## config.mk

```make
export PLATFORM = sky130hd
export DESIGN_NAME = flash_burst_read_streamer
export DESIGN_NICKNAME = d
export VERILOG_FILES = /design/src/rtl/flash_rd_pkg.sv /design/src/rtl/flash_rd_fifo.sv /design/src/rtl/flash_burst_read_streamer.sv
export SDC_FILE = /design/constraint.sdc
export NUM_CORES = 1
export LEC_CHECK = 0
export CORE_MARGIN = 2
export CORE_UTILIZATION = 56
export DETAILED_ROUTE_END_ITERATION = 10
export PLACE_DENSITY = 0.79
export SYNTH_ARGS = -nofsm -noshare
export SYNTH_HDL_FRONTEND = slang
export SYNTH_SLANG_ARGS = --single-unit
```

## constraint.sdc

```tcl
create_clock -name clk -period 9.61 [get_ports clk]
set_input_delay 1.922 -clock clk [delete_from_list [all_inputs] [get_ports clk]]
set_output_delay 1.922 -clock clk [all_outputs]
set_load 0.005 [all_outputs]
```

## src/rtl/flash_rd_pkg.sv

```systemverilog
// Shared definitions for the flash burst read streamer.
//   rd_state_t       : sequencer states (IDLE, WAIT_ROOM, REQ, RECV)
//   BURST_W_DEFAULT  : default width of the Avalon burstcount field
//   TIMEOUT_DEFAULT  : default stall limit for the optional watchdog
package flash_rd_pkg;

    typedef enum logic [1:0] {
        IDLE,
        WAIT_ROOM,
        REQ,
        RECV
    } rd_state_t;

    localparam int BURST_W_DEFAULT = 7;
    localparam int TIMEOUT_DEFAULT = 200;

endpackage

```

## src/rtl/flash_rd_fifo.sv

```systemverilog
// Show-ahead synchronous FIFO used as the sample buffer of the burst streamer.
// The head entry is visible on head whenever empty is low; a pop advances it.
// Push and pop in the same cycle are both honoured at any fill level; a pop
// while empty is ignored. Storage is not reset, only pointers and count.
// Ports:
//   clk, RST       clock, asynchronous active-high reset
//   push/push_data write request and data
//   pop            advance the head
//   head           current head entry (valid when !empty)
//   count          number of stored entries (0..FIFO_DEPTH)
//   empty, full    level flags
module flash_rd_fifo
    import flash_rd_pkg::*;
#(
    parameter int DATA_W     = 32,
    parameter int FIFO_DEPTH = 16,
    localparam int PTR_W     = $clog2(FIFO_DEPTH),
    localparam int CNT_W     = PTR_W + 1
) (
    input  logic              clk,
    input  logic              RST,
    input  logic              push,
    input  logic [DATA_W-1:0] push_data,
    input  logic              pop,
    output logic [DATA_W-1:0] head,
    output logic [CNT_W-1:0]  count,
    output logic              empty,
    output logic              full
);

    logic [DATA_W-1:0] mem [FIFO_DEPTH];
    logic [PTR_W-1:0]  wr_ptr;
    logic [PTR_W-1:0]  rd_ptr;
    logic              do_push;
    logic              do_pop;

    assign empty   = (count == '0);
    assign full    = (count == CNT_W'(FIFO_DEPTH));
    assign do_pop  = pop && !empty;
    // When full, a simultaneous pop frees the slot the push writes into.
    assign do_push = push && (!full || do_pop);
    assign head    = mem[rd_ptr];

    always_ff @(posedge clk) begin
        if (do_push) begin
            mem[wr_ptr] <= push_data;
        end
    end

    always_ff @(posedge clk or posedge RST) begin
        if (RST) begin
            wr_ptr <= '0;
            rd_ptr <= '0;
            count  <= '0;
        end else begin
            if (do_push) begin
                wr_ptr <= wr_ptr + 1'b1;
            end
            if (do_pop) begin
                rd_ptr <= rd_ptr + 1'b1;
            end
            count <= count + CNT_W'(do_push) - CNT_W'(do_pop);
        end
    end

endmodule

```

## src/rtl/flash_burst_read_streamer.sv

```systemverilog
// Fetches num_bursts consecutive Avalon-MM bursts of BURST_LEN words from
// flash into a show-ahead FIFO and presents them as a valid/ready stream.
// Room for a whole burst is reserved before every request because
// readdatavalid cannot be stalled.
// Optional build macro: FLASH_RD_TIMEOUT_EN enables a stall watchdog that
// aborts the transfer and sets a sticky error flag; without it error is 0.
// Ports:
//   clk, RST                 clock, asynchronous active-high reset
//   flash_mem_*              Avalon-MM burst read master
//   start/start_addr/num_bursts  one-cycle command, sampled in IDLE only
//   busy                     transfer in progress
//   error                    sticky watchdog timeout flag
//   out_data/out_valid/out_ready  sample stream (pop = out_valid & out_ready)
module flash_burst_read_streamer
    import flash_rd_pkg::*;
#(
    parameter int ADDR_W     = 23,
    parameter int DATA_W     = 32,
    parameter int BURST_LEN  = 8,
    parameter int BURST_W    = BURST_W_DEFAULT,
    parameter int FIFO_DEPTH = 16,
    parameter int NBURST_W   = 16
`ifdef FLASH_RD_TIMEOUT_EN
    ,
    parameter int TIMEOUT_CYC = TIMEOUT_DEFAULT
`endif
) (
    input  logic                clk,
    input  logic                RST,
    output logic                flash_mem_read,
    output logic [ADDR_W-1:0]   flash_mem_address,
    output logic [BURST_W-1:0]  flash_mem_burstcount,
    input  logic                flash_mem_waitrequest,
    input  logic [DATA_W-1:0]   flash_mem_readdata,
    input  logic                flash_mem_readdatavalid,
    input  logic                start,
    input  logic [ADDR_W-1:0]   start_addr,
    input  logic [NBURST_W-1:0] num_bursts,
    output logic                busy,
    output logic                error,
    output logic [DATA_W-1:0]   out_data,
    output logic                out_valid,
    input  logic                out_ready
);

    localparam int                 CNT_W     = $clog2(FIFO_DEPTH) + 1;
    localparam logic [BURST_W-1:0] BURST_CNT = BURST_W'(BURST_LEN);

    rd_state_t            state_q, state_d;
    logic [ADDR_W-1:0]    addr_q, addr_d, address_d;
    logic [NBURST_W-1:0]  remaining_q, remaining_d;
    logic [BURST_W-1:0]   beat_q, beat_d, burstcount_d;
    logic                 read_d, busy_d;
    logic [CNT_W-1:0]     fifo_count, fifo_free;
    logic                 fifo_empty, fifo_full;
    logic                 room, push, pop, timeout_hit;

    assign fifo_free = CNT_W'(FIFO_DEPTH) - fifo_count;
    assign room      = !fifo_full && (fifo_free >= CNT_W'(BURST_LEN));
    // Beats outside RECV have no reserved space and are dropped.
    assign push      = flash_mem_readdatavalid && (state_q == RECV);
    assign out_valid = !fifo_empty;
    assign pop       = out_valid && out_ready;

    flash_rd_fifo #(
        .DATA_W     (DATA_W),
        .FIFO_DEPTH (FIFO_DEPTH)
    ) u_fifo (
        .clk       (clk),
        .RST       (RST),
        .push      (push),
        .push_data (flash_mem_readdata),
        .pop       (pop),
        .head      (out_data),
        .count     (fifo_count),
        .empty     (fifo_empty),
        .full      (fifo_full)
    );

`ifdef FLASH_RD_TIMEOUT_EN
    logic [15:0] stall_q;
    logic        error_q;
    logic        stalled;

    assign stalled     = ((state_q == REQ) && flash_mem_waitrequest) ||
                         ((state_q == RECV) && !flash_mem_readdatavalid);
    assign timeout_hit = (stall_q > 16'(TIMEOUT_CYC));
    assign error       = error_q;

    always_ff @(posedge clk or posedge RST) begin
        if (RST) begin
            stall_q <= '0;
            error_q <= 1'b0;
        end else begin
            // Any progress (accept, beat) or leaving REQ/RECV clears the count.
            stall_q <= (stalled && !timeout_hit) ? stall_q + 16'd1 : 16'd0;
            if (timeout_hit) begin
                error_q <= 1'b1;
            end
        end
    end
`else
    assign timeout_hit = 1'b0;
    assign error       = 1'b0;
`endif

    always_ff @(posedge clk or posedge RST) begin
        if (RST) begin
            state_q              <= IDLE;
            addr_q               <= '0;
            remaining_q          <= '0;
            beat_q               <= '0;
            flash_mem_read       <= 1'b0;
            flash_mem_address    <= '0;
            flash_mem_burstcount <= '0;
            busy                 <= 1'b0;
        end else begin
            state_q              <= state_d;
            addr_q               <= addr_d;
            remaining_q          <= remaining_d;
            beat_q               <= beat_d;
            flash_mem_read       <= read_d;
            flash_mem_address    <= address_d;
            flash_mem_burstcount <= burstcount_d;
            busy                 <= busy_d;
        end
    end

    always_comb begin
        state_d      = state_q;
        addr_d       = addr_q;
        remaining_d  = remaining_q;
        beat_d       = beat_q;
        read_d       = flash_mem_read;
        address_d    = flash_mem_address;
        burstcount_d = flash_mem_burstcount;
        busy_d       = busy;

        unique case (state_q)
            IDLE: begin
                if (start && !error && (num_bursts != '0)) begin
                    addr_d      = start_addr;
                    remaining_d = num_bursts;
                    busy_d      = 1'b1;
                    // Skip WAIT_ROOM when space is already there so the
                    // first request goes out the cycle after start.
                    if (room) begin
                        read_d       = 1'b1;
                        address_d    = start_addr;
                        burstcount_d = BURST_CNT;
                        state_d      = REQ;
                    end else begin
                        state_d = WAIT_ROOM;
                    end
                end
            end
            WAIT_ROOM: begin
                if (room) begin
                    read_d       = 1'b1;
                    address_d    = addr_q;
                    burstcount_d = BURST_CNT;
                    state_d      = REQ;
                end
            end
            REQ: begin
                if (!flash_mem_waitrequest) begin
                    read_d       = 1'b0;
                    burstcount_d = '0;
                    beat_d       = '0;
                    state_d      = RECV;
                end
            end
            RECV: begin
                if (flash_mem_readdatavalid) begin
                    if (beat_q == BURST_CNT - 1'b1) begin
                        beat_d      = '0;
                        remaining_d = remaining_q - 1'b1;
                        if (remaining_q == NBURST_W'(1)) begin
                            busy_d  = 1'b0;
                            state_d = IDLE;
                        end else begin
                            addr_d  = addr_q + ADDR_W'(BURST_LEN);
                            state_d = WAIT_ROOM;
                        end
                    end else begin
                        beat_d = beat_q + 1'b1;
                    end
                end
            end
            default: state_d = IDLE;
        endcase

        if (timeout_hit) begin
            read_d       = 1'b0;
            burstcount_d = '0;
            busy_d       = 1'b0;
            state_d      = IDLE;
        end
    end

endmodule

```

==> After elaboration in Yosys (flattened, before gate mapping) <==
Memories as Yosys holds them, arrays and structs flattened.
Cells that the tools add are included.
{ "word_totals": {"regBits": 93, "latchBits": 0, "ram_bits": 512, "romBits": 0, "input_bits": 77, "word_cells": 97, "memories": 1} }
{ "classes": {"add_sub_neg": 8, "n_mul": 0, "div": 0, "magnitude_cmp": 1, "n_eq_ne": 14, "shift": 0, "muxes": 39, "bitwise_logic": 0, "reduce_logical": 23} }
{ "memory_table": {"columns": ["name", "words", "word_bits", "read_ports", "rd_clocked_by_memory_dff", "wr", "line", "rtl"], "rows": [
  ["u_fifo.mem", 16, 32, 1, 0, 1, "flash_rd_fifo.sv:31", "logic [DATA_W-1:0] mem [FIFO_DEPTH];"]
]} }
{ "ops": {"columns": ["op", "n"], "rows": [
  ["2-to-1 mux 23 bit", 7],
  ["one-hot mux 23 bit (2 select lines)", 2],
  ["2-to-1 mux 16 bit", 3],
  ["2-to-1 mux 7 bit", 5],
  ["one-hot mux 16 bit (2 select lines)", 1],
  ["adder 23 x 4 -> 23 bit (second input constant)", 1],
  ["one-hot mux 7 bit (3 select lines)", 1],
  ["equality test 16 x 1 -> 1 bit (second input constant)", 1],
  ["nonzero test 16 bit", 1],
  ["subtractor 16 x 1 -> 16 bit (second input constant)", 1],
  ["AND reduction 5 bit", 3],
  ["one-hot mux 7 bit (2 select lines)", 1],
  ["2-to-1 mux 2 bit", 6],
  ["!= test 2 bit (second input constant)", 6],
  ["2-to-1 mux 1 bit", 10],
  ["adder 4 x 1 -> 4 bit (second input constant)", 2],
  ["one-hot mux 2 bit (4 select lines)", 1],
  ["AND reduction 4 bit", 2],
  ["adder 7 x 1 -> 7 bit (second input constant)", 1],
  ["equality test 7 x 3 -> 1 bit (second input constant)", 1],
  ["logical AND 1 bit", 6],
  ["AND reduction 3 bit", 2],
  ["nonzero test 2 bit", 3],
  ["adder 5 x 1 -> 5 bit", 1],
  ["other kinds (14)", 17]
]} }

==> Longest topological paths before layout <==
{ "depth": {"ltp_word": 8, "ltp_mapped": 14, "mapped_depth_nobuf": 13} }

==> Hierarchy <==
A second synthesis with hierarchy kept.
{ "hier_totals": {"cells_unflattened": 1508, "area_unflattened_um2": 25126.6} }
{ "by_module_without_submodules": {"columns": ["mod", "n_inst", "cells_per_inst", "area_per_inst_um2", "seq_area_each_um2"], "rows": [
  ["flash_rd_fifo", 1, 1007, 20404.6, 15700.1],
  ["flash_burst_read_streamer", 1, 501, 4722.0, 1851.8]
]} }

==> Worst setup path after synthesis <==
No wires, ideal clock.
{ "synth_timing": {"path_type": "in2reg", "start": "in out_ready", "end": "mem u_fifo.mem[3][0], enable pin", "setup_ps": 461, "arrival_time_ps": 5061, "t_required_ps": 9149, "slack_ps": 4089, "cell_stages": 6, "path_cell_list": "nor2b_1 clkbuf_1 inv_1 a21oi_2 nand2_1 nor3_1"} }
{ "synth_between": {"elab_chain_len": 6} }
{ "synth_lines": {"columns": ["element", "line", "rtl"], "rows": [
  ["start: declaration", "flash_burst_read_streamer.sv:43", "input logic out_ready"],
  ["logical AND 1 bit", "flash_burst_read_streamer.sv:63", "assign pop = out_valid && out_ready;"],
  ["logical AND 1 bit", "flash_rd_fifo.sv:39", "assign do_pop = pop && !empty;"],
  ["logical OR 1 bit", "flash_rd_fifo.sv:41", "assign do_push = push && (!full || do_pop);"],
  ["logical AND 1 bit", "flash_rd_fifo.sv:41", null],
  ["2-to-1 mux 1 bit", "flash_rd_fifo.sv:45", "if (do_push) begin"],
  ["2-to-1 mux 1 bit (not written as such)", "flash_rd_fifo.sv:46", "mem[wr_ptr] <= push_data;"],
  ["end: declaration", "flash_rd_fifo.sv:31", null]
]} }
Every way passes these cells.

==> Worst setup path in the final report <==
{ "layout_timing": {"start": "reg u_fifo.rd_ptr[1]", "end": "out out_data[25]"} }
{ "layout_between": {"elab_chain_len": 1} }
{ "layout_lines": {"columns": ["element", "line", "rtl"], "rows": [
  ["start: declaration", "flash_rd_fifo.sv:33", "logic [PTR_W-1:0] rd_ptr;"],
  ["start signal: assignment", "flash_rd_fifo.sv:60", "rd_ptr <= rd_ptr + 1'b1;"],
  ["memory read (16 x 32 bit)", null, null],
  ["end: declaration", "flash_burst_read_streamer.sv:41", "output logic [DATA_W-1:0] out_data,"]
]} }
Every way passes these cells.

==> flow_summary.ini <==
[drt]
viasPerCell = 6.392
detail_route.iter0.violations = 1445
wire_per_inst_um = 26.95
final_antenna_net_count = 0
vias = 13160
wl_um = 55490
drc = 0
first_pass_iters = 5

[logic_synthesis]
ys_ff_latch = 599
synth_common_cells = 512 x edfxtp_1, 160 x mux4_2, 87 x dfrtp_1
syn_inst = 1270
synth_most_common_cell = edfxtp_1
async_flop_share_pct = 14.52
syn_avg_cell_area_um2 = 19.38
yosys_warnings = 0
ys_types = 72
synth_top_area_share_pct = 62.48
synth_edf_count = 512
synth_area_leaders = edfxtp_1 62%, mux4_2 15%, dfrtp_1 8.8%, mux2_2 1.2%, ha_1 1.1%
synth_ff_type = edfxtp_1
synth_largest_area_cell = edfxtp_1
netlist_area_mm2 = 0.02461
seq_area_frac_synth_pct = 71.33

[cts]
clock_sinks = 599
cts_resized = 0
clk_latency_ns = 0.63
root_buffer = clkbuf_16
hold_buffers = 0
clk_path_buf_depth = 3
htree_levels = 2
cts_buffers = 57
path_clk_slew_ns = 0.06
cts_setup_buffers = 0
tritoncts = done

[floorplanning]
dieHeight_um = 213.6
die_w_um = 213.6
core_mm2 = 0.04327
ios = 143
die_area_mm2 = 0.04563
initial_core_util_pct = 56.87
rows = 76

[power]
power_mw = 8.132
peakVddDrop_mv = 0.2233
powerDensity_mw_per_mm2 = 286.7
power_leakage_nw = 9.302

[sta]
finalSetupViolCount = 0
fmax_mhz = 165.9
worst_pin_slew_ns = 1.235
grt_setup_unrepaired = no
fin_worst_skew_ns = 0.04288
tns_ns = 0
fin_worst_hold_slack_ns = 0.4734
hold_violations = 0
final.period_utilization_pct = 62.71
maxSlewHeadroom_pct = 17.66
slew_viol_final = 0
post-route-min-period_ns = 6.026

[finish]
n_antenna_cell = 0
fin_nets = 1527
area_growth_pct = 15.28
drive_above_1_share_pct = 22.73

[global_route]
track_usage_pct = 25.23
first_global_vias = 13480
antenna_found_initial = 1
grt_max_degree = 93
grt_pass1_wl_um = 83610
grt-ovfl-total = 0

[place]
numPortBuffers = 135
place_congestion = 0.7768
dp_hpwl_um = 30150

[run_status]
status = complete, no violations

[setup_path]
end_kind = primary output
critical_path_class = flip-flop to primary output
required_ns = 7.69
arrival_ns = 4.10
cp_max_fo = 70
startpoint_type = flip-flop

[worst_hold_path]
hold_path_class = flip-flop to flip-flop

[run]
cap_violations = 0
-- routing by layer --
layer / wire (um) / global-route usage (%) / vias to the layer above / part of all wire (%)
met5: 13 / 0 / - / 0.023
met2: 28540 / 42.52 / 654 / 51
met4: 1219 / 7.543 / 2 / 2.2
li1: - / - / 5510 / -
met1: 21260 / 34.39 / 6906 / 38
met3: 4455 / 4.159 / 90 / 8.0
-- layout make-up --
| cell class | instances | area [um^2] |
|---|---|---|
| clock inverter | 33 | 193.9 |
| clock buffer | 73 | 1508 |
| inverter | 21 | 80.08 |
| tap | 585 | 732.0 |
| fill | 2809 | 14900 |
| timing repair buffer | 164 | 1582 |
| multi-input combinational | 584 | 6710 |
| sequential | 599 | 17560 |
-- worst paths after layout --
kind                            slack, ns        startpoint  depth (start not counted)                 end
worst min-delay path                 0.47         addr_q[2]                          2           addr_q[2]
min in group asynchronous            1.57               RST                          2      remaining_q[2]
worst min register to register       0.47         addr_q[2]                          2           addr_q[2]
worst max-delay path                 3.58  u_fifo.rd_ptr[1]                          4        out_data[25]
max in group asynchronous            6.72               RST                          3    u_fifo.rd_ptr[1]
worst max register to register       5.64   u_fifo.count[3]                         10  u_fifo.mem[15][28]
-- cells by family (layout without fill, tap and decap cells) --
family | count (synthesis) | count (layout) | share of synthesized area [%]
DFF | 599 | 599 | 71.33
muxes | 213 | 213 | 17.04
and+or+nand+nor | 195 | 195 | 4.195
AOI/OAI and AO/OA | 133 | 133 | 3.819
buffers and inverters | 93 | 291 | 1.942
adders and majority gates | 23 | 23 | 1.200
xor gates and xnor gates | 13 | 13 | 0.4627
other | 1 | 7 | 0.01524
-- worst max-delay path, cell delays in order, from the launching register on --
cell	delay (ns)
dfrtp_4	1.10
buf_4	0.82
mux4_2	0.46
mux4_2	0.56
clkdlybuf4s50_1	0.48
-- sequential cells by signal, indices dropped and copies added, names as in the netlist --
register,flops
state_q,2
u_fifo.mem,512
remaining_q,16
flash_mem_address,23
u_fifo.count,5
addr_q,23
busy,1
flash_mem_burstcount,1
u_fifo.wr_ptr,4
u_fifo.rd_ptr,4
flash_mem_read,1
beat_q,7
-- per-stage QoR --
stage	utilization (%)	setup slack (ns)	cell area (um^2)	cells
floorplan	-	4.089	24630	1276
global placement	61.63	4.294	26670	1953
detailed placement	61.63	4.227	26670	1953
CTS	65.56	3.543	28370	2059
global route	65.56	3.449	28370	2059
finish	65.56	3.584	28370	2059
-- placed cells by master, fill, tap and decap left out, types with 11 or more instances in the layout --
master and instances:
edfxtp_1 512, mux4_2 160, clkdlybuf4s50_1 135, dfrtp_1 83
clkbuf_16 58, nand2_1 51, nor2_1 35, buf_4 28
mux2_2 27, a21oi_1 24, ha_1 22, nand3_1 21
mux2_1 20, inv_1 19, o31ai_1 15, clkbuf_1 15
clkinv_1 14, nor2_4 12, o21ai_0 11, o21ai_1 11
clkinv_2 11
-- where the power goes --
group | internal, mW | leakage, nW | total (mW) | switching, mW
clock | 1.11 | 0.820 | 2.07 | 0.959
combinational | 1.46 | 2.84 | 2.62 | 1.16
sequential | 3.09 | 5.64 | 3.44 | 0.351
total | 5.66 | 9.30 | 8.13 | 2.47
No activity file was read; power rests on OpenSTA's default activity.
